--- src/rtl/game_pkg.sv ---
// game_pkg: game phase encoding and player HP state enum shared across game logic
package game_pkg;
    typedef enum logic [1:0] {
        MENU       = 2'd0,
        GAME       = 2'd1,
        END_SCREEN = 2'd2
    } game_state_t;
    typedef enum logic [1:0] {
        HP_IDLE,
        HP_ALIVE,
        HP_INVULN,
        HP_DEAD
    } hp_state_t;
endpackage

--- src/rtl/frame_timer.sv ---
// frame_timer: frame-based down-counter with load, clear and expiry on the last tick
module frame_timer #(
    parameter int W = 8
) (
    input  logic         clk,
    input  logic         rst,
    input  logic         clear,
    input  logic         load,
    input  logic [W-1:0] load_val,
    input  logic         tick,
    output logic [W-1:0] count,
    output logic         expired
);
    assign expired = tick && count == W'(1);
    always_ff @(posedge clk) begin
        if (rst || clear)
            count <= '0;
        else if (load)
            count <= load_val;
        else if (tick && count != '0)
            count <= count - W'(1);
    end
endmodule

--- src/rtl/player_hp_ctrl.sv ---
// player_hp_ctrl: player health FSM with saturating damage/heal and post-hit invulnerability
module player_hp_ctrl
    import game_pkg::*;
#(
    parameter int MAX_HP        = 8,
    parameter int INVULN_FRAMES = 60
) (
    input  logic       clk,
    input  logic       rst,
    input  logic [1:0] game_state,
    input  logic       frame_tick,
    input  logic       dmg_hit,
    input  logic [2:0] dmg_amount,
    input  logic       heal_req,
    output logic [3:0] current_health,
    output logic       player_alive,
    output logic       invuln,
    output logic       blink
);
    localparam logic [3:0] FULL = 4'(MAX_HP);
    hp_state_t st, st_n;
    logic [1:0] prev_gs;
    logic [3:0] hp_n, dmg_res, heal_res;
    logic [7:0] count;
    logic in_game, round_start, hit, load, clear, expired, unused_count;
    assign in_game     = game_state == GAME;
    assign round_start = in_game && prev_gs != GAME;
    assign hit         = dmg_hit && dmg_amount != 3'd0;
    assign dmg_res     = current_health > {1'b0, dmg_amount} ? current_health - {1'b0, dmg_amount} : 4'd0;
    assign heal_res    = current_health < FULL ? current_health + 4'd1 : current_health;
    assign blink        = invuln && count[2];
    assign unused_count = ^{count[7:3], count[1:0]};
    frame_timer #(.W(8)) u_timer (
        .clk      (clk),
        .rst      (rst),
        .clear    (clear),
        .load     (load),
        .load_val (8'(INVULN_FRAMES)),
        .tick     (frame_tick && st == HP_INVULN),
        .count    (count),
        .expired  (expired)
    );
    // Leaving GAME beats round start, which beats any damage/heal event in the same cycle.
    always_comb begin
        st_n  = st;
        hp_n  = current_health;
        load  = 1'b0;
        clear = 1'b0;
        if (!in_game) begin
            st_n  = HP_IDLE;
            clear = 1'b1;
        end else if (round_start) begin
            st_n  = HP_ALIVE;
            hp_n  = FULL;
            clear = 1'b1;
        end else if (st == HP_ALIVE) begin
            if (hit) begin
                hp_n = dmg_res;
                st_n = dmg_res != 4'd0 ? HP_INVULN : HP_DEAD;
                load = dmg_res != 4'd0;
            end else if (heal_req) begin
                hp_n = heal_res;
            end
        end else if (st == HP_INVULN) begin
            hp_n = heal_req ? heal_res : current_health;
            st_n = expired ? HP_ALIVE : HP_INVULN;
        end else if (st == HP_DEAD) begin
            hp_n = 4'd0;
        end
    end
    always_ff @(posedge clk) begin
        if (rst) begin
            st             <= HP_IDLE;
            current_health <= FULL;
            prev_gs        <= MENU;
            player_alive   <= 1'b0;
            invuln         <= 1'b0;
        end else begin
            st             <= st_n;
            current_health <= hp_n;
            prev_gs        <= game_state;
            player_alive   <= st_n == HP_ALIVE || st_n == HP_INVULN;
            invuln         <= st_n == HP_INVULN;
        end
    end
endmodule

--- config.mk ---
export PLATFORM = sky130hd
export DESIGN_NAME = player_hp_ctrl
export DESIGN_NICKNAME = d
export VERILOG_FILES = /design/src/rtl/game_pkg.sv /design/src/rtl/frame_timer.sv /design/src/rtl/player_hp_ctrl.sv
export SDC_FILE = /design/constraint.sdc
export NUM_CORES = 1
export LEC_CHECK = 0
export CAP_MARGIN = 20
export CORE_ASPECT_RATIO = 1.5
export CORE_UTILIZATION = 40
export CTS_CLUSTER_SIZE = 30
export DETAILED_ROUTE_END_ITERATION = 10
export GPL_ROUTABILITY_DRIVEN = 0
export GPL_TIMING_DRIVEN = 0
export PLACE_DENSITY = 0.7
export SLEW_MARGIN = 10
export SYNTH_ARGS = -nofsm -noshare
export SYNTH_HDL_FRONTEND = slang
export SYNTH_SLANG_ARGS = --single-unit
--- constraint.sdc ---
create_clock -name clk -period 3.21 [get_ports clk]
set_input_delay 0.642 -clock clk [delete_from_list [all_inputs] [get_ports clk]]
set_output_delay 0.642 -clock clk [all_outputs]
set_load 0.05 [all_outputs]
==> results of run 1 <==
==> final cells by class <==
class | count | area, um2
inverters | 6 | 22.5
clock buffers | 4 | 55.1
plain buffers | 2 | 8.76
flip-flops and latches | 18 | 360
multi-input cells | 103 | 714
repair buffers | 16 | 160
fillers | 273 | 1280
well taps | 37 | 46.3
==> tightest hold or removal path: stages, from the launching register on <==
cell,delay [ns]
dfxtp_1,0.34
o21ai_0,0.08
nand3_1,0.07
==> how the worst max path moves through the flow <==
stage                     slack, ns           end  cells past startpoint
after floorplan                0.88  player_alive                     11
after global placement         0.16  player_alive                     11
after detailed placement       0.08  player_alive                     11
after CTS                      0.33  player_alive                     11
after global routing           0.15  player_alive                     11
final                          0.27  player_alive                     11
==> cell families (layout without fill, tap and decap cells) <==
| kind of cell | after synthesis | after routing | share of synthesized area |
|---|---|---|---|
| AND/OR/NAND/NOR | 57 | 57 | 0.296 |
| XOR/XNOR | 8 | 8 | 0.0634 |
| multiplexers | 1 | 1 | 0.00905 |
| buffers and inverters | 8 | 28 | 0.0283 |
| AO/OA/AOI/OAI | 28 | 28 | 0.169 |
| flip-flops | 18 | 18 | 0.326 |
| adder cells (fa/ha/maj) | 9 | 9 | 0.109 |
==> synth_stat cells, drive strengths merged (2+ instances only) <==
library cell,count
a21oi,14
a31oi,2
dfxtp,18
ha,8
inv,6
nand2,7
nand3b,2
nand4,2
nor2,11
nor2b,9
nor3,6
nor4,4
o21ai,4
or2,2
or3,2
or3b,2
or4,4
xnor2,5
xor2,3
==> per-layer routing <==
| metal | part of all wire | track usage | vias up |
|---|---|---|---|
| li1 | - | - | 508 |
| met1 | 0.39 | 0.174 | 465 |
| met2 | 0.58 | 0.350 | 11 |
| met3 | 0.019 | 0.0164 | 4 |
| met4 | 0.017 | 0.0909 | 0 |
| met5 | 0 | 0 | - |
==> registers in the layout (all words and copies together), names as in the netlist <==
signal / count
current_health: 4
invuln: 1
player_alive: 1
prev_gs: 2
st: 2
u_timer.count: 8
==> report_power, final <==
group	leakage (nW)	switching (W)	internal, W
Sequential	0.146	0.00000296	0.000227
Combinational	0.326	0.0000292	0.0000251
Clock	0.0288	0.0000751	0.000109
==> per-stage QoR <==
stage / setup slack (ns) / power (W) / hold WS, ns / cell area [um2] / std cells
after detailed placement: 0.0803 / 0.000289 / 0.532 / 1310 / 182
after CTS: 0.327 / 0.000474 / 0.556 / 1370 / 186
after global routing: 0.151 / 0.000486 / 0.565 / 1370 / 186
final: 0.273 / 0.000468 / 0.549 / 1370 / 186
after global placement: 0.164 / 0.000286 / 0.535 / 1310 / 182
after floorplan: 0.877 / 0.000265 / 0.538 / 1110 / 129
==> impl.org, run 1 <==
** Outcome
- Run status :: finished, final reports clean

** Power and ir drop
- Leakage power :: 0.501 nW
- Total power per unit cell area :: 342 nW/um2
- VDD sags by at most 0.000254 V.

** Timing
- RSZ-0062 raised after global routing :: false
- F_max :: 340 MHz
- Clock skew on the completed layout was measured at 0.00165 ns.
- Total setup violations reported at the end of the flow :: 0
- Fin. Hold Viols :: 0
- Min Clock Period, post-route :: 2.94 ns
- The number of max-slew violations in the final report was 0.
- Tcrit/Tclk final :: 0.915
- Measured against its own limit, the worst slew margin works out to 0.664.
- After routing, the total negative slack on setup checks comes to 0 ns.
- Slew at the pin closest to its max-slew limit :: 0.501 ns

** Critical path
- The most critical setup path has its startpoint at dmg_amount[0].
- Highest net fanout along the worst path :: 6
- Delay contributed by the slowest stage of the critical path :: 0.51 ns
- CP endpoint kind :: register
- Counting both buffers and inverters, the worst setup path holds a total of 2.
- Setup crit start kind :: input pin
- Register-to-Register Setup Slack :: 0.75 ns
- The worst setup path is of the input pin to register kind.
- The endpoint identified for the worst register-to-register timing path is player_alive.
- STA puts the critical path data required time at 3.40 ns.
- The worst register-to-register path has a depth of 11.
- Critical R2R Launch :: current_health[0]
- Crit path max-delay family :: compound AO/OA/AOI/OAI gates
- Slowest stage cell, crit path :: clkdlybuf4s50_1
- Cell-by-cell trace of the critical path :: clkdlybuf4s50_1 -> ha_1 -> inv_1 -> fa_1 -> a21oi_1 -> a31oi_1 -> o21ai_1 -> a31o_2 -> a21oi_1 -> ha_1 -> nor2_1
- Worst EP arrival :: 3.13 ns

** Final layout
- Most frequent cells in the layout :: dfxtp_1, clkdlybuf4s50_1, a21oi_1
- Antenna diode count :: 0
- Of the cells placed in the final design, the portion with a size suffix greater than 1 is 0.0805.
- The final layout contains 169 nets.
- P&R area growth vs syn :: 23.6%
- Final core area utilization :: 0.517
- The library cell used most frequently in the layout, excluding fill and tap cells, is dfxtp_1.

** Clock tree
- Clock-pin slew was measured on the worst setup and hold paths at 0.06 ns.
- CTS Hold Buffers Added :: 0
- In this run the number of H-tree levels came out at 1.
- Number of buffers on the longest clock path :: 2
- At the later pin of the worst-skew pair, clock insertion delay measures 0.25 ns.
- TritonCTS buffer count :: 3
- The root buffer cell chosen for the clock tree is clkbuf_8.
- Counting every sink on the clock net gives 18.
- TritonCTS built the clock tree.
- After clock tree synthesis, the repair step resized 0 gates.
- After clock tree synthesis, the setup repair step added 0 buffers.

** Yosys
- In this run the cell area of the synthesized design comes to 1110 um2.
- Cell type contributing the most total cell area after synthesis :: dfxtp_1
- Async set-reset flop share out of synthesis :: 0
- Syn avg cell area :: 8.57 um2
- Top-area cell type share of the netlist area :: 0.326
- During synthesis, Yosys emitted a total of 0 warnings.
- In this run, synthesis inferred 0 flip-flops with an integrated enable.
- Of the synthesized area, sequential elements account for 0.326.
- #FFs+latches synth :: 18
- Net count after synthesis :: 148
- Number of distinct library cells after synthesis :: 41
- Synthesized netlist cell count :: 129
- Most area-consuming cells after synthesis :: dfxtp_1, ha_1, a21oi_1
- For this run, the leading register cell type out of synthesis is dfxtp_1.

** Floorplan
- DIE AREA :: 2980 um2
- The region available for standard cell placement spans 2650 um2.
- From left edge to right edge, the die measures 44.9 um.
- Num rows :: 23
- Starting density of the core :: 0.418
- Overall die height :: 66.4 um
- Io pins :: 17

** Hold path
- Counting instances, the worst hold path has a depth of 2.
- Hold Crit Class :: register to register
- In this run the most critical hold path is launched from current_health[0].
- For hold timing, the worst endpoint is current_health[0].

** GRT
- Largest net degree at the start of global routing :: 11
- Total track usage :: 0.179
- First-pass GRT wire length :: 3880 um
- The initial antenna violation count is 0.
- Global routing finished with a remaining overflow of 0.
- Via count of the first global-routing pass :: 921

** Detailed routing
- Dividing the detail-routed via count by the number of cells gives 5.31.
- The routed layout has 988 vias.
- Router iterations before antenna repair :: 4
- Post-detailed-route count of antenna-violating nets :: 0
- In this run, the number of DRC markers left after iteration 0 of detailed routing was 13.
- Wires add up to 2470 um.
- Average wire per standard cell :: 13.3 um
- For this run, design rule violations remaining after detail routing come to 0.

** Placed design
- During placement, the flow inserted port buffers numbering 16.
- Final HPWL DP :: 1950 um

** Flow run
- Max capacitance violation total :: 0
Power figures use the tool's default switching activity.
==> run 2: changes to the inputs <==
Settings changed: GPL_ROUTABILITY_DRIVEN 0 to not set.
==> results of run 2 <==
Final layout, timing and power as in run 1 (identical DEF).
==> run 3: changes to the inputs <==
Settings changed: RECOVER_POWER set to 50.
==> run 3 against run 2 <==
Compared with the run above:
- maximum frequency decreased by 2.4%
- utilization about the same
- register-to-register slack about the same
- via count unchanged
- routed wire length decreased by 0.12%
- largest cell class unchanged
==> impl.org, run 3 (synthesized netlist as in run 1, its figures left out) <==
** Outcome
- The run finished with clean final reports.

** Final layout
- Area occupied by multi-input gates :: 714 um2
- Layout cell share with drive strength beyond 1 :: 0.0738
- The repair_antennas step left the layout with diodes totalling 0.
- The library cell used most frequently in the layout, excluding fill and tap cells, is dfxtp_1.
- Most frequent cells in the layout :: dfxtp_1, a21oi_1, nor2_1
- Number of flip-flops under the largest register name :: 8
- P&R area growth vs syn :: 23.5%
- Number of nets in the finished design :: 169
- Summing all flip-flop and latch instances after layout gives 360 um2.
- u_timer.count holds more flip-flops than any other register.
- The largest registers in the layout are u_timer.count x8, current_health x4.
- Counting the fill cells in the layout gives 274.

** Clock tree
- Number of buffers on the longest clock path :: 2
- TritonCTS buffer count :: 3
- In this run, post-CTS repair resized a total of 0 instances.
- Buffers added to address setup during post-CTS repair amount to 0.
- After clock tree synthesis, the clock-pin slew on the worst setup and hold paths is 0.06 ns.
- Depth of the CTS H-tree :: 1
- For the worst-skew pair, the clock arrives at the later sink with an insertion delay of 0.25 ns.
- Sink Count :: 18
- TritonCTS built the clock tree.
- CTS Hold Buffers Added :: 0
- Root Buffer Master :: clkbuf_8

** Power and ir drop
- The worst-case IR drop observed on VDD is 0.000254 V.
- Power comes to 0.000467 W.
- Total power per unit cell area :: 342 nW/um2
- The analysis attributes to cell leakage a power of 0.519 nW.

** Detailed routing
- Average wire per standard cell :: 13.3 um
- Iteration-0 DRC count of the detailed router :: 13
- The detailed router placed 988 vias in this run.
- The count of nets left with antenna violations once routing finished came out at 0.
- Post-DR vias/cell :: 5.31
- The pre-antenna-repair detailed-routing pass consisted of 4 iterations.
- Total detailed-routing wirelength :: 2470 um
- After detailed routing, the number of remaining DRC violations is 0.

** Timing
- Slew Limit Fails :: 0
- For the final routed database, the setup TNS stands at 0 ns.
- Setup violations remaining at the end of the flow were counted as 0.
- Worst relative slew slack :: 0.662
- Final hold analysis gives a worst-case slack of 0.546 ns.
- Min Clock Period, post-route :: 3.01 ns
- Setup repair after global routing left no endpoint under its margin.
- Final worst clock skew :: 0.00168 ns
- Slew at the pin closest to its max-slew limit :: 0.505 ns
- In the finished design, the share of the clock period the worst path needs comes to 0.937.
- F_max :: 332 MHz
- The hold violation count in the final report came to 0.

** Critical path
- Traced cell by cell, the critical path runs through dlygate4sd3_1 -> ha_1 -> inv_1 -> fa_1 -> a21oi_1 -> a31oi_1 -> o21ai_1 -> a31o_2 -> a21oi_1 -> ha_1 -> nor2_1.
- Required time worst endpoint :: 3.40 ns
- The worst setup path is captured at a register.
- Along the worst path, the maximum fanout reaches 6.
- Setup crit start kind :: input pin
- STA puts the critical path data arrival time at 3.20 ns.
- The slowest stage of the critical path is the dlygate4sd3_1 cell.
- Delay contributed by the slowest stage of the critical path :: 0.58 ns
- The critical path in this run is classified as input pin to register.

** Floorplan
- DIE WIDTH :: 44.9 um
- DIE AREA :: 2980 um2
- Overall die height :: 66.4 um
- 17 I/O pins were placed.
- Num rows :: 23
- In this run the standard cell core region covers 2650 um2.
- Starting density of the core :: 0.418

** GRT
- Via count of the first global-routing pass :: 921
- Summed over all layers, the global routing overflow is 0.
- Initial antenna violation count :: 0
- The first global-routing pass estimated 3880 um of wire.
- Largest net degree at the start of global routing :: 11
- Total track usage :: 0.179

** Flow run
- Across the run, the number of max-cap violations was 0.

** Placed design
- Routability-driven placement finished with a final weighted congestion of 0.763.
- The wire-length estimate of the detail-placed layout is 1950 um.
- Buffers on Ports :: 16

** Hold path
- Hold Crit Class :: register to register
[run 3: through the flow]
step	cell area (um2)	setup WS, ns	instances	util
after floorplan	1110	0.877	129	-
after global placement	1310	0.164	182	0.496
after detailed placement	1310	0.0803	182	0.496
after CTS	1370	0.327	186	0.517
after global routing	1370	0.0814	186	0.516
final	1370	0.201	186	0.516
[run 3: area by class of cell]
type,instances,area share
clock buffer,4,0.0403
sequential,18,0.264
tap,37,0.0339
timing repair buffer,16,0.117
inverter,6,0.0165
buffer,2,0.00549
multi-input combinational,103,0.523
[run 3: final timing paths]
check,slack [ns],end,startpoint,depth (start not counted)
setup / recovery,0.20,player_alive,dmg_amount[0],11
hold / removal,0.55,current_health[0],current_health[0],2
setup reg to reg,0.76,player_alive,current_health[0],11
hold reg to reg,0.55,current_health[0],current_health[0],2
[run 3: power breakdown]
part | switching [W] | total, W | internal, W
Sequential | 0.00000290 | 0.000230 | 0.000227
Combinational | 0.0000293 | 0.0000533 | 0.0000240
Clock | 0.0000751 | 0.000184 | 0.000109
Total | 0.000107 | 0.000467 | 0.000360
[run 3: metal layers]
metal	GRT usage	routed length [um]	up-vias
met5	0	0	-
met4	0.0909	41	0
met3	0.0164	48	4
met2	0.350	1430	11
met1	0.174	954	465
li1	-	-	508
[run 3: critical path, delay by kind of cell]
kind | cells | cell delay, ns
compound gates | 5 | 0.92
fa+ha+maj | 3 | 0.91
buf+inv | 2 | 0.64
simple gates | 1 | 0.09
